==> src/rtl/mac_multich_controller.sv <==
`default_nettype none
// ============================================================================
// mac_multich_controller : credit-tracked round-robin scheduler for a shared MAC
// Revision: 1.0
// ============================================================================
module mac_multich_controller #(
  parameter int ADDR_LINES = 5,
  parameter int N_CH       = 4,
  parameter int CREDIT_W   = 6,
  parameter int DONE_DELAY = 5,
  parameter int TIMEOUT    = 255
) (
  input  logic                    mac_credit_clk_i,
  input  logic                    rstn_i,
  input  logic [N_CH-1:0]         fifo_wr_i,
  input  logic                    stop_i,
  input  logic [ADDR_LINES-1:0]   terms_i,
  input  logic                    mul_done_i,
  input  logic                    add_done_i,
  output logic                    mul_valid_o,
  output logic                    add_valid_o,
  output logic                    dp_reset_o,
  output logic [N_CH-1:0]         rd_signal_o,
  output logic                    rd_coeff_o,
  output logic                    load_result_o,
  output logic [$clog2(N_CH)-1:0] ch_sel_o,
  output logic [ADDR_LINES-1:0]   coeff_addr_o,
  output logic                    done_o,
  output logic [$clog2(N_CH)-1:0] done_ch_o,
  output logic [N_CH-1:0]         credit_ovf_o,
  output logic                    timeout_o
);

  localparam int CH_W = $clog2(N_CH);
  localparam int WD_W = $clog2(TIMEOUT + 1);
  localparam logic [WD_W-1:0] WD_LAST = WD_W'(TIMEOUT - 1);

  typedef enum logic [3:0] {
    S_IDLE       = 4'd0,
    S_RESET_DP   = 4'd1,
    S_LOAD_SIG   = 4'd2,
    S_LOAD_COEFF = 4'd3,
    S_MUL        = 4'd4,
    S_WAIT_MUL   = 4'd5,
    S_ADD        = 4'd6,
    S_WAIT_ADD   = 4'd7,
    S_CHECK      = 4'd8,
    S_STORE      = 4'd9
  } state_t;

  state_t                state_q, state_d;
  logic [CH_W-1:0]       ch_q, ch_d;
  logic [CH_W-1:0]       rr_q, rr_d;
  logic [ADDR_LINES-1:0] terms_q, terms_d;
  logic [ADDR_LINES-1:0] term_cnt_q, term_cnt_d;
  logic [WD_W-1:0]       wd_q, wd_d;
  logic                  timeout_q, timeout_d;

  logic [CREDIT_W-1:0]   credit_q [N_CH];
  logic [CREDIT_W-1:0]   credit_d [N_CH];
  logic [N_CH-1:0]       ovf_q, ovf_d;
  logic [N_CH-1:0]       req;

  logic [DONE_DELAY-1:0] dv_q;
  logic [CH_W-1:0]       dch_q [DONE_DELAY];

  logic [CH_W-1:0]       grant_ch, scan_ch;
  logic                  grant_vld, grant_en;

  assign rd_signal_o  = (state_q == S_LOAD_SIG) ? (N_CH'(1) << ch_q) : '0;
  assign ch_sel_o     = ch_q;
  assign credit_ovf_o = ovf_q;
  assign timeout_o    = timeout_q;
  assign done_o       = dv_q[DONE_DELAY-1];
  assign done_ch_o    = dv_q[DONE_DELAY-1] ? dch_q[DONE_DELAY-1] : '0;
  assign coeff_addr_o = (state_q == S_IDLE) ? (terms_i - ADDR_LINES'(1))
                                            : (terms_q - ADDR_LINES'(1) - term_cnt_q);

  always_comb begin
    req = '0;
    for (int c = 0; c < N_CH; c++) begin
      req[c] = (credit_q[c] != '0);
    end
  end

  // A simultaneous write and read on a channel cancel out, even at saturation
  always_comb begin
    ovf_d = ovf_q;
    for (int c = 0; c < N_CH; c++) begin
      credit_d[c] = credit_q[c];
      if (fifo_wr_i[c] && !rd_signal_o[c]) begin
        if (credit_q[c] == {CREDIT_W{1'b1}}) begin
          ovf_d[c] = 1'b1;
        end else begin
          credit_d[c] = credit_q[c] + CREDIT_W'(1);
        end
      end else if (rd_signal_o[c] && !fifo_wr_i[c]) begin
        credit_d[c] = credit_q[c] - CREDIT_W'(1);
      end
    end
  end

  // Scan from the highest offset down so the channel nearest rr_q wins
  always_comb begin
    grant_vld = 1'b0;
    grant_ch  = '0;
    scan_ch   = '0;
    for (int i = N_CH - 1; i >= 0; i--) begin
      scan_ch = CH_W'((int'(rr_q) + i) % N_CH);
      if (req[scan_ch]) begin
        grant_vld = 1'b1;
        grant_ch  = scan_ch;
      end
    end
  end

  assign grant_en = ((state_q == S_IDLE) || (state_q == S_STORE)) &&
                    !stop_i && (terms_i != '0) && grant_vld;

  always_comb begin
    state_d       = state_q;
    ch_d          = ch_q;
    rr_d          = rr_q;
    terms_d       = terms_q;
    term_cnt_d    = term_cnt_q;
    wd_d          = '0;
    timeout_d     = timeout_q;
    mul_valid_o   = 1'b0;
    add_valid_o   = 1'b0;
    dp_reset_o    = 1'b0;
    rd_coeff_o    = 1'b0;
    load_result_o = 1'b0;
    case (state_q)
      S_IDLE: begin
        if (grant_en) state_d = S_RESET_DP;
      end
      S_RESET_DP: begin
        dp_reset_o = 1'b1;
        state_d    = S_LOAD_SIG;
      end
      S_LOAD_SIG: begin
        state_d = S_LOAD_COEFF;
      end
      S_LOAD_COEFF: begin
        rd_coeff_o = 1'b1;
        state_d    = S_MUL;
      end
      S_MUL: begin
        mul_valid_o = 1'b1;
        state_d     = S_WAIT_MUL;
      end
      S_WAIT_MUL: begin
        if (mul_done_i) begin
          state_d = S_ADD;
        end else if (wd_q == WD_LAST) begin
          state_d   = S_IDLE;
          timeout_d = 1'b1;
        end else begin
          wd_d = wd_q + WD_W'(1);
        end
      end
      S_ADD: begin
        add_valid_o = 1'b1;
        state_d     = S_WAIT_ADD;
      end
      S_WAIT_ADD: begin
        if (add_done_i) begin
          state_d = S_CHECK;
        end else if (wd_q == WD_LAST) begin
          state_d   = S_IDLE;
          timeout_d = 1'b1;
        end else begin
          wd_d = wd_q + WD_W'(1);
        end
      end
      S_CHECK: begin
        if (term_cnt_q < (terms_q - ADDR_LINES'(1))) begin
          term_cnt_d = term_cnt_q + ADDR_LINES'(1);
          state_d    = S_LOAD_COEFF;
        end else begin
          state_d = S_STORE;
        end
      end
      S_STORE: begin
        load_result_o = 1'b1;
        state_d       = grant_en ? S_RESET_DP : S_IDLE;
      end
      default: begin
        state_d = S_IDLE;
      end
    endcase
    if (grant_en) begin
      ch_d       = grant_ch;
      rr_d       = CH_W'((int'(grant_ch) + 1) % N_CH);
      terms_d    = terms_i;
      term_cnt_d = '0;
    end
  end

  always_ff @(posedge mac_credit_clk_i or negedge rstn_i) begin
    if (!rstn_i) begin
      state_q    <= S_IDLE;
      ch_q       <= '0;
      rr_q       <= '0;
      terms_q    <= '0;
      term_cnt_q <= '0;
      wd_q       <= '0;
      timeout_q  <= 1'b0;
      ovf_q      <= '0;
      dv_q       <= '0;
      for (int c = 0; c < N_CH; c++) credit_q[c] <= '0;
      for (int i = 0; i < DONE_DELAY; i++) dch_q[i] <= '0;
    end else begin
      state_q    <= state_d;
      ch_q       <= ch_d;
      rr_q       <= rr_d;
      terms_q    <= terms_d;
      term_cnt_q <= term_cnt_d;
      wd_q       <= wd_d;
      timeout_q  <= timeout_d;
      ovf_q      <= ovf_d;
      for (int c = 0; c < N_CH; c++) credit_q[c] <= credit_d[c];
      dv_q[0]  <= (state_q == S_STORE);
      dch_q[0] <= ch_q;
      for (int i = 1; i < DONE_DELAY; i++) begin
        dv_q[i]  <= dv_q[i-1];
        dch_q[i] <= dch_q[i-1];
      end
    end
  end

endmodule
`default_nettype wire

==> config.mk <==
export PLATFORM = sky130hd
export DESIGN_NAME = mac_multich_controller
export DESIGN_NICKNAME = d
export VERILOG_FILES = /design/src/rtl/mac_multich_controller.sv
export SDC_FILE = /design/constraint.sdc
export NUM_CORES = 1
export LEC_CHECK = 0
export BUFFER_PORTS_ARGS = -buffer_cell sky130_fd_sc_hd__clkbuf_2
export CORE_ASPECT_RATIO = 0.5
export CORE_MARGIN = 2
export CORE_UTILIZATION = 54
export CTS_BUF_LIST = sky130_fd_sc_hd__clkbuf_16
export CTS_CLUSTER_SIZE = 10
export DETAILED_ROUTE_END_ITERATION = 7
export PLACE_DENSITY = 0.77
export SYNTH_ARGS = -nofsm -noshare
export SYNTH_HDL_FRONTEND = slang
export SYNTH_SLANG_ARGS = --single-unit
export TNS_END_PERCENT = 100
==> constraint.sdc <==
create_clock -name mac_credit_clk_i -period 2.3 [get_ports mac_credit_clk_i]
set_input_delay 0.115 -clock mac_credit_clk_i [delete_from_list [all_inputs] [get_ports mac_credit_clk_i]]
set_output_delay 0.115 -clock mac_credit_clk_i [all_outputs]
set_load 0.05 [all_outputs]
Word-level counts from Yosys, hierarchy flattened --
Index checks and enable logic that the tools add are counted.
Operators by class: muxes and demuxes 54, $lt $le $gt $ge 5, shift-type cells 1, reductions and logical operators 44, equality and inequality tests 21, add/sub/neg operators 17
Operators by type and width (count):
- $mux 6 | 12
- $pmux 4 s10 | 1
- $add 6x1->6 const B | 4
- $eq 6x6->1 const B | 4
- $mux 4 | 6
- $mux 8 | 3
- $reduce_bool 6->1 | 4
- $sub 6x1->6 const B | 4
- $mux 5 | 4
- $reduce_and 2->1 | 9
- $mux 1 | 17
- $eq 4x3->1 const B | 4
- $pmux 8 s2 | 1
- $ne 2x2->1 const B | 7
- $reduce_bool 2->1 | 7
- $lt 2x3->1 const B | 4
- $logic_and 1x1->1 | 11
- $mux 2 | 5
- $sub 5x1->5 const B | 2
- $logic_not 1->1 | 9
- $add 8x1->8 const B | 1
- $bmux 1 s2 | 4
- $eq 4x2->1 const B | 2
- $eq 4x4->1 const B | 2
- other kinds (13) | 15
Storage, ports and cells: flip-flop bits (word level) 70, output and inout port bits 24, word-level logic and storage cells 163

Longest topological paths before layout --
depth in word-level cells 10, mapped depth 11

Least setup slack after synthesis --
Ideal clock, no wire load.
kind register to output, start point reg terms_q[0], end point out coeff_addr_o[3], data arrival time 2.678 ns, stages on the path, launching flop included 9, path slack -0.493 ns, path buffers 0, path through dfrtp_1 > inv_1 > ha_1 > inv_1 > ha_1 > nor2b_1 > o21ai_0 > a21boi_1 > o31ai_1
Between the ends: longest elaborated chain between the ends 3
RTL lines:
- start: declaration | RTL line 54 | logic [ADDR_LINES-1:0] terms_q, terms_d;
- start signal: assignment | RTL line 217 | terms_q <= terms_d;
- $sub 5x1->5 | RTL line 77 | : (terms_q - ADDR_LINES'(1) - term_cnt_q);
- $sub 5x5->5 | RTL line 77
- $mux 5 | RTL line 76 | assign coeff_addr_o = (state_q == S_IDLE) ? (terms_i - ADDR_LINES'(1))
- end: declaration | RTL line 27 | output logic [ADDR_LINES-1:0] coeff_addr_o,
No other way between the ends.

Worst setup path after layout --
start point reg terms_q[1], end point out coeff_addr_o[4]
The elaborated chain is that of the path after synthesis.

==> run_results.csv <==
group,metric,value,unit
critical_path,crit_buf_inv,3,
final_layout,fillers,455,
synth,yosysTopAreaCell,"dfrtp_1",
grt,grt_overflow_total,0,
synth,ys_ff_latch,70,
floorplan,start_util,0.557,
sta,timing.final.ws_setup,-0.128,ns
clock_tree,clock_path_buffers,2,
clock_tree,root_buffer,"clkbuf_16",
final_layout,drive_gt1_frac,0.414,
final_layout,area_growth_syn_to_layout,34.6,%
route,route.detailed.drc,0,
grt,grt_pass1_wl,14.7,mm
synth,syn_inst,393,
placement,gp_congestion,0.797,
placement,dpl_cell_area,0.00463,mm2
floorplan,die-area,0.00831,mm2
clock_tree,clkLatencyLatePin,0.34,ns
min_path,min_path_cells,3,
placement,port_buffers,37,
power_and_ir_drop,p_leak,2.45,nW
synth,yosysSeqAreaShare,0.429,
synth,yosys_warnings,0,
critical_path,crit_path_start_kind,"flop",
grt,grt_usage,0.226,
final_layout,utilization,0.750,
sta,timing.final.crit_share,1.06,
critical_path,crit_path_cell_trace,"inv_2, ha_4, nor3b_4, xor2_1, ha_1, buf_6, xor2_2, o21ai_2, buf_8",
route,ant_nets,0,
critical_path,cp.depth,9,
synth,synth_nets,439,
clock_tree,clk_pin_slew,0.06,ns
power_and_ir_drop,power_density,1750,mW/mm2
sta,setup_tns,-0.482,ns
floorplan,ios,38,
sta,drv_slew,0,
floorplan,die_h,65.5,um
route,drt-total-wl,9.48,mm
critical_path,cp_slowest_cell,"dfrtp_1",
sta,skew,0.00610,ns
synth,async_reset_ff_frac,1.00,
outcome,violations,"setup timing",
synth,avgSynthCellArea,10.4,um2
critical_path,worstRegToRegCells,10,
critical_path,arrival,2.31,ns
sta,relSlewSlack,0.624,
power_and_ir_drop,p_total,0.00959,W
final_layout,insertedDiodeCount,0,
synth,synthMostInstantiatedCell,"dfrtp_1",
clock_tree,cts_num_sinks,70,
floorplan,num_rows,22,
floorplan,coreArea,0.00732,mm2
grt,grt_pass1_vias,3091,
synth,synth_cell_types,55,
sta,fin_crit,2.43,ns
synth,synth_area,0.00408,mm2
run,max_cap_viol_count,0,
critical_path,path_class,"flop to primary output",
min_path,hold_path.class,"input port to flop",
grt,grt_max_degree,71,
sta,hold_viol,0,
clock_tree,cts_max_level,3,
power_and_ir_drop,ir_drop,1.15,mV
final_layout,nNetsFinal,524,
sta,tightest_slew,0.559,ns
synth,synthFlopType,"dfrtp_1",
critical_path,required,2.18,ns
floorplan,die_w,127,um
synth,yosys.area.top_type_share,0.429,
grt,antenna_found_initial,0,
critical_path,worstPathMaxFanout,2,
critical_path,critPathMaxStageDelay,0.42,ns
clock_tree,cts_buffers,9,
route,drtIter0Drc,217,
route,dr.pass1.iters,4,
synth,ys_top_cells_by_count,"70 x dfrtp_1, 34 x nand2_1, 27 x a21oi_1, 27 x ha_1, 27 x nor2_1",
sta,rsz0062_at_grt,"true",
synth,synthTopCellsByArea,"dfrtp_1 43%, ha_1 8.3%, xor2_1 4.5%, xnor2_1 3.4%, a21oi_1 3.3%",
clock_tree,cts_tree,"yes",
critical_path,endpoint_kind,"primary output",
critical_path,critical_path.top_delay_family,"adder cells",
final_layout,fin_area,0.00549,mm2
route,via_per_inst,5.59,
placement,dp_hpwl,5.56,mm
placement,preCtsSetupSlack,-0.117,ns
route,num_vias,3239,
synth,synth-edff-count,0,
sta,final-setup-viol-count,12,
sta,clock.fmax,412,MHz
route,post_drt_wl_per_cell,16.4,um
outcome,outcome,"finished with violations",
-- power breakdown --
group          switching [W]  leakage, nW  internal [W]
sequential          0.000595        0.863       0.00172
combinational        0.00318         1.45       0.00269
clock               0.000553        0.134      0.000840
total                0.00433         2.45       0.00526
-- layout by cell type, fill, tap and decap left out, types with 9 or more instances in the layout --
master / n
clkbuf_2: 31
xnor2_1: 16
inv_1: 22
a21oi_1: 11
xor2_1: 19
clkbuf_16: 9
buf_4: 36
nor2_1: 27
nand2_1: 29
ha_4: 13
dfrtp_1: 67
nand3_1: 9
a21oi_2: 15
ha_1: 14
-- sequential cells by signal (all words and copies together) (netlist names), 4 cells and up --
name / flops
credit_q: 24
dch_q: 10
credit_ovf_o: 4
terms_q: 5
term_cnt_q: 5
wd_q: 8
state_q: 4
dv_q: 5
-- worst paths after layout --
| check | start | slack (ns) | endpoint |
|---|---|---|---|
| worst max-delay path | terms_q[1] | -0.13 | coeff_addr_o[4] |
| worst min-delay path | terms_i[1] | 0.07 | terms_q[1] |
| worst max register to register | terms_q[1] | -0.08 | term_cnt_q[4] |
| worst min register to register | dch_q[7] | 0.34 | dch_q[5] |
| max in group asynchronous | rstn_i | 1.66 | ch_sel_o[1] |
| min in group asynchronous | rstn_i | 0.31 | terms_q[1] |
-- per-stage QoR --
step,hold slack (ns),std cells
3_3_place_gp,0.159,547
2_1_floorplan,-0.181,393
6_report,0.0668,579
4_1_cts,0.0378,569
3_5_place_dp,0.167,547
5_1_grt,0.0702,579
-- logic make-up (layout without fill, tap and decap cells) --
family / count (synthesis) / in the layout / synth area share
flops: 70 / 70 / 0.429
fa+ha+maj: 32 / 32 / 0.107
buf+inv: 32 / 122 / 0.0344
simple gates: 125 / 125 / 0.169
xor+xnor: 37 / 37 / 0.0794
mux: 20 / 20 / 0.0537
compound gates: 77 / 77 / 0.127
-- worst min-delay path: stages --
cell	delay, ns
clkbuf_2	0.13
nand2_1	0.05
o21ai_0	0.06
-- metal layers --
layer | part of all wire | routed length, um | GRT usage | up-vias
met5 | 0 | 0 | 0 | -
met4 | 0.029 | 278 | 0.0907 | 0
met1 | 0.45 | 4230 | 0.286 | 1581
met3 | 0.034 | 323 | 0.0586 | 31
li1 | - | - | - | 1547
met2 | 0.49 | 4650 | 0.377 | 80
-- final cells by class --
class	count	area, um2	share of cell area
Inverter	25	96.3	0.0175
Clock buffer	9	225	0.0410
Multi-Input combinational cell	291	2640	0.480
Tap cell	96	120	0.0219
Sequential cell	70	1760	0.320
Clock inverter	7	73.8	0.0134
Timing Repair Buffer	81	584	0.106
-- what timing repair did --
item                                   CTS  global route
setup buffers                            6            10
resized for setup                       40            62
setup endpoints to repair               15            29
pin swaps                               31            38
endpoints found under the hold margin   70             0
hold buffers                             1             0
(Power assumes the default switching activity.)
